## src/rtl/eeprom_log_pkg.sv

```systemverilog
// Shared definitions for the EEPROM sample logger: byte width and scheduler state encoding.
package eeprom_log_pkg;

  localparam int BYTE_W = 8;

  typedef logic [BYTE_W-1:0] log_byte_t;

  typedef enum logic [2:0] {
    ST_IDLE   = 3'd0,
    ST_REQ    = 3'd1,
    ST_RUN    = 3'd2,
    ST_COMMIT = 3'd3,
    ST_FULL   = 3'd4,
    ST_ERR    = 3'd5
  } log_state_t;

  localparam log_state_t ERR_STATE = ST_ERR;

endpackage

```

## src/rtl/log_sample_fifo.sv

```systemverilog
// Small power-of-two sample FIFO; the head byte is presented combinationally.
module log_sample_fifo
  import eeprom_log_pkg::*;
#(
  parameter int DEPTH = 4
) (
  input  logic      clk,
  input  logic      rst,
  input  logic      push,
  input  log_byte_t push_data,
  input  logic      pop,
  output logic      full,
  output logic      empty,
  output log_byte_t head
);

  localparam int AW = $clog2(DEPTH);

  log_byte_t     mem [DEPTH];
  logic [AW-1:0] rd_ptr;
  logic [AW-1:0] wr_ptr;
  logic [AW:0]   count;
  logic          do_push;
  logic          do_pop;

  assign empty   = (count == '0);
  assign full    = (count == (AW+1)'(DEPTH));
  assign head    = mem[rd_ptr];
  assign do_pop  = pop && !empty;
  // A pop frees a slot in the same cycle, so a full FIFO can still take a push alongside it.
  assign do_push = push && (!full || do_pop);

  always_ff @(posedge clk or posedge rst) begin
    if (rst) begin
      rd_ptr <= '0;
      wr_ptr <= '0;
      count  <= '0;
      for (int i = 0; i < DEPTH; i++) begin
        mem[i] <= '0;
      end
    end else begin
      if (do_push) begin
        mem[wr_ptr] <= push_data;
        wr_ptr      <= wr_ptr + AW'(1);
      end
      if (do_pop) begin
        rd_ptr <= rd_ptr + AW'(1);
      end
      case ({do_push, do_pop})
        2'b10:   count <= count + (AW+1)'(1);
        2'b01:   count <= count - (AW+1)'(1);
        default: count <= count;
      endcase
    end
  end

endmodule

```

## src/rtl/eeprom_log_scheduler.sv

```systemverilog
// Decimates ADC samples into a FIFO and drains it one byte per EEPROM writer handshake.
// Define LOG_TIMEOUT_EN to build the per-write watchdog that traps into the error state.
module eeprom_log_scheduler
  import eeprom_log_pkg::*;
#(
  parameter int          DEPTH      = 4,
  parameter logic [15:0] SAMPLE_DIV = 16'd50000,
  parameter logic [8:0]  MAX_WRITES = 9'd256,
  parameter logic [19:0] TIMEOUT    = 20'd1000000
) (
  input  logic              clk,
  input  logic              rst,
  input  logic [BYTE_W-1:0] adc_data,
  input  logic              adc_valid,
  output logic [BYTE_W-1:0] wr_data,
  output logic              wr_start,
  input  logic              wr_done,
  output logic              busy,
  output logic              log_full,
  output logic              overflow,
  output logic [8:0]        write_count,
  output logic              timeout_err
);

  log_state_t  state;
  log_state_t  next_state;
  logic [15:0] div_cnt;
  logic        div_term;
  logic        push;
  logic        pop;
  logic        fifo_full;
  logic        fifo_empty;

  assign div_term = (div_cnt == SAMPLE_DIV - 16'd1);
  assign push     = adc_valid && div_term && (state != ST_FULL);
  assign pop      = (state == ST_COMMIT);

  // Saturating at terminal count means the first sample after a quiet spell is always taken.
  always_ff @(posedge clk or posedge rst) begin
    if (rst) begin
      div_cnt <= SAMPLE_DIV - 16'd1;
    end else if (adc_valid && div_term) begin
      div_cnt <= '0;
    end else if (!div_term) begin
      div_cnt <= div_cnt + 16'd1;
    end
  end

  log_sample_fifo #(
    .DEPTH(DEPTH)
  ) u_fifo (
    .clk      (clk),
    .rst      (rst),
    .push     (push),
    .push_data(adc_data),
    .pop      (pop),
    .full     (fifo_full),
    .empty    (fifo_empty),
    .head     (wr_data)
  );

  always_ff @(posedge clk or posedge rst) begin
    if (rst) begin
      overflow    <= 1'b0;
      write_count <= '0;
    end else begin
      if (push && fifo_full && !pop) begin
        overflow <= 1'b1;
      end
      if (state == ST_COMMIT) begin
        write_count <= write_count + 9'd1;
      end
    end
  end

`ifdef LOG_TIMEOUT_EN
  logic [19:0] tmo_cnt;
  logic        tmo_hit;

  assign tmo_hit = (tmo_cnt == TIMEOUT - 20'd1);

  // Budget covers the whole handshake: waiting for acceptance plus the write itself.
  always_ff @(posedge clk or posedge rst) begin
    if (rst) begin
      tmo_cnt <= '0;
    end else if ((state == ST_REQ) || (state == ST_RUN)) begin
      tmo_cnt <= tmo_cnt + 20'd1;
    end else begin
      tmo_cnt <= '0;
    end
  end
`else
  logic unused_timeout;
  assign unused_timeout = ^TIMEOUT;
`endif

  always_ff @(posedge clk or posedge rst) begin
    if (rst) begin
      state <= ST_IDLE;
    end else begin
      state <= next_state;
    end
  end

  always_comb begin
    next_state = state;
    case (state)
      ST_IDLE:   if (!fifo_empty) next_state = ST_REQ;
      ST_REQ:    if (!wr_done) next_state = ST_RUN;
      ST_RUN:    if (wr_done) next_state = ST_COMMIT;
      ST_COMMIT: next_state = (write_count + 9'd1 == MAX_WRITES) ? ST_FULL : ST_IDLE;
      ST_FULL:   next_state = ST_FULL;
      ERR_STATE: next_state = ERR_STATE;
      default:   next_state = ST_IDLE;
    endcase
`ifdef LOG_TIMEOUT_EN
    if (((state == ST_REQ) || (state == ST_RUN)) && tmo_hit) begin
      next_state = ERR_STATE;
    end
`endif
  end

  always_comb begin
    wr_start    = (state == ST_REQ);
    busy        = (state != ST_IDLE);
    log_full    = (state == ST_FULL);
    timeout_err = 1'b0;
`ifdef LOG_TIMEOUT_EN
    timeout_err = (state == ERR_STATE);
`endif
  end

endmodule

```

## config.mk

```make
export PLATFORM = sky130hd
export DESIGN_NAME = eeprom_log_scheduler
export DESIGN_NICKNAME = d
export VERILOG_FILES = /design/src/rtl/eeprom_log_pkg.sv /design/src/rtl/log_sample_fifo.sv /design/src/rtl/eeprom_log_scheduler.sv
export SDC_FILE = /design/constraint.sdc
export NUM_CORES = 1
export LEC_CHECK = 0
export BUFFER_PORTS_ARGS = -buffer_cell sky130_fd_sc_hd__buf_2
export CAP_MARGIN = 20
export CORE_MARGIN = 2
export CORE_UTILIZATION = 60
export CTS_BUF_LIST = sky130_fd_sc_hd__clkbuf_8
export CTS_CLUSTER_DIAMETER = 150
export DETAILED_ROUTE_END_ITERATION = 10
export GPL_TIMING_DRIVEN = 0
export PLACE_DENSITY = 0.87
export SLEW_MARGIN = 20
export SYNTH_ARGS = -nofsm -noshare
export SYNTH_HDL_FRONTEND = slang
export SYNTH_HIERARCHICAL = 1
export SYNTH_SLANG_ARGS = --single-unit
```

## constraint.sdc

```tcl
create_clock -name clk -period 3.2 [get_ports clk]
set_input_delay 0.64 -clock clk [delete_from_list [all_inputs] [get_ports clk]]
set_output_delay 0.64 -clock clk [all_outputs]
set_load 0.005 [all_outputs]
```

==> results.json <==
{
  "dr_total_vias": 2186,
  "end_kind": "flop",
  "avgSynthCellArea_um2": 12.6,
  "clock_skew_ns": 0.00955,
  "netlist.area_leader.share": 0.442,
  "synthDistinctLibCells": 51,
  "r2r_setup_slack_ns": 0.18,
  "cp-start-kind": "flop",
  "hpwl_um": 4350,
  "insertion_delay_ns": 0.34,
  "fin_nets": 332,
  "gp_congestion": 0.790,
  "place_area_um2": 3640,
  "grt_max_degree": 32,
  "finalHoldViolCount": 0,
  "ys_seq_elements": 68,
  "track_usage": 0.223,
  "cts.htree.levels": 3,
  "drtIter0Drc": 102,
  "num_antenna_cells": 0,
  "synth_area_leader_cell": "dfrtp_1",
  "fin_setup_tns_ns": 0,
  "slew_viol_final": 0,
  "vias_per_cell": 5.63,
  "synth_common_cells": "dfrtp_1, mux2_2, nand2_1",
  "netlist_instances": 266,
  "min-delay-path-class": "in2async",
  "ys_warn_count": 6,
  "fmax_ghz": 0.332,
  "p_leak_nw": 1.86,
  "power.share.switching": 0.334,
  "cts_tree": "done",
  "peakVddDrop_uv": 425,
  "drc_errors": 0,
  "critPathRequiredTime_ns": 3.46,
  "synth_edf_count": 0,
  "setup-violations-final": 0,
  "cts.sinks": 68,
  "grt_pass1_wl_um": 10400,
  "seqPwrFrac": 0.468,
  "drive_gt1_frac": 0.380,
  "syn-num-nets": 287,
  "core_area_um2": 5440,
  "drtPass1Iterations": 4,
  "relSlewSlack": 0.564,
  "whs_ns": 0.206,
  "rsz0062_at_grt": "no",
  "fin_crit_sh": 0.942,
  "p_sw_uw": 966,
  "grt_pass1_vias": 2217,
  "start_util": 0.615,
  "grt_antenna_before_repair": 0,
  "post-route-util": 0.707,
  "status": "complete, no violations",
  "path_max_fanout": 6,
  "seq_area_frac_synth": 0.512,
  "cap_viol_max_count": 0,
  "overflow": 0,
  "area_delta_synth_final_pct": 15.0,
  "clk_path_buf_depth": 2,
  "wl_um": 6180,
  "ioPinCount": 34,
  "clk_pin_slew_ns": 0.07,
  "rows": 27,
  "synth_area_um2": 3340,
  "p_int_mw": 1.92,
  "cts_buffers": 9,
  "drtAntennaViolNets": 0,
  "die_h_um": 78.6,
  "avgRoutedWirePerCell_um": 15.9,
  "p_comb_frac": 0.284,
  "clockPowerShare": 0.248,
  "die_x_um": 78.6,
  "async_reset_ff_frac": 1.00,
  "period_needed_ns": 3.02,
  "cts_setup_buffers": 0,
  "total_power_mw": 2.89,
  "arrival_ns": 3.28,
  "worstMarginPinSlew_ns": 0.653,
  "port_buffers": 32,
  "ys_dominant_reg_cell": "dfrtp_1",
  "criticalPathCategory": "reg2reg",
  "yosys.cell_count.top_type": "dfrtp_1",
  "dieArea_um2": 6190,
  "cellPowerDensity_nw_per_um2": 752,
  "synth.area.top_cells": "dfrtp_1, mux2_2, dfstp_2, mux4_2, xnor2_1",
  "clockRootBuffer": "clkbuf_8",
  "fillerInstances": 377,
  "final_area_um2": 3850
}
-- routing by layer --
| layer | vias up | wire length, um | track usage |
|---|---|---|---|
| li1 | 1042 | - | - |
| met2 | 44 | 3110 | 0.368 |
| met4 | 0 | 92 | 0.0860 |
| met5 | - | 0 | 0 |
| met3 | 9 | 270 | 0.0632 |
| met1 | 1091 | 2710 | 0.279 |
-- cell usage in the layout (no fill, tap or decap), types with 2 or more instances in the layout --
cell	instances
a21oi_1	5
and2_1	2
and3_1	5
and4_1	3
and4bb_2	2
buf_2	35
clkbuf_8	11
clkinv_2	2
dfrtp_1	59
dfstp_2	9
ha_1	8
inv_1	10
mux2_1	2
mux2_2	32
mux4_2	8
nand2_1	18
nand2b_1	4
nand3_1	7
nand4_1	8
nor2_1	15
nor2_2	5
nor3_1	4
o21ai_0	6
o31ai_1	2
xnor2_1	12
xor2_1	10
-- logic make-up (layout without fill, tap and decap cells) --
group / count (synthesis) / after routing / synth area share
AO/OA/AOI/OAI: 22 / 22 / 0.0438
XOR/XNOR: 22 / 22 / 0.0576
adder cells (fa/ha/maj): 9 / 9 / 0.0359
buffers and inverters: 16 / 66 / 0.0206
flip-flops: 68 / 68 / 0.512
multiplexers: 43 / 43 / 0.171
other: 1 / 1 / 0.00112
AND/OR/NAND/NOR: 85 / 85 / 0.157
-- cell type report --
cell class,count,area [um2],share of cell area
clock buffer,11,151,0.0394
multi-input combinational,182,1560,0.407
buffer,6,31.3,0.00813
timing repair buffer,34,208,0.0540
tap,72,90.1,0.0234
sequential,68,1710,0.445
inverter,10,37.5,0.00976
clock inverter,5,51.3,0.0133
-- timing repair --
item | CTS | global route
hold endpoints to repair | 0 | 0
endpoints found under the setup margin | 0 | 2
gates resized for setup | 0 | 1
hold buffers | 0 | 0
-- stage by stage --
stage / setup WS (ns) / cells
floorplan: 0.538 / 266
finish: 0.185 / 388
global route: 0.0159 / 388
detailed placement: 0.151 / 372
global placement: 0.197 / 370
CTS: 0.130 / 388
-- path summary, 6_finish.rpt --
check / start / endpoint / depth (start not counted)
setup / recovery: div_cnt[0] / u_fifo/count[1] / 9
hold / removal: rst / u_fifo/mem[26] / 2
setup reg to reg: div_cnt[0] / u_fifo/count[1] / 9
hold reg to reg: div_cnt[7] / div_cnt[7] / 1
max in group asynchronous: rst / div_cnt[6] / 3
min in group clk: div_cnt[7] / div_cnt[7] / 1
-- flip-flops by register name, indices dropped and copies added, names as in the netlist --
name           cells
u_fifo/wr_ptr      2
write_count        9
u_fifo/count       3
div_cnt           16
u_fifo/mem        32
u_fifo/rd_ptr      2
state              3
overflow           1
-- worst max-delay path: stages, from the launching register on --
cell and delay [ns]:
dfstp_2 0.57, ha_1 0.24, and4b_1 0.28, nand4_1 0.30, nor2_2 0.31, or2b_2 0.36
ha_1 0.23, inv_1 0.07, fa_1 0.41, mux2i_1 0.16
-- power groups by stage --
stage / registers [mW] / logic (mW) / clock network, mW
after detailed placement: 1.36 / 0.820 / 0
final: 1.35 / 0.822 / 0.717
after global placement: 1.34 / 0.768 / 0
after floorplan: 1.30 / 0.623 / 0
after global routing: 1.39 / 0.917 / 0.764
after CTS: 1.35 / 0.835 / 0.729
Power figures use the tool's default switching activity.
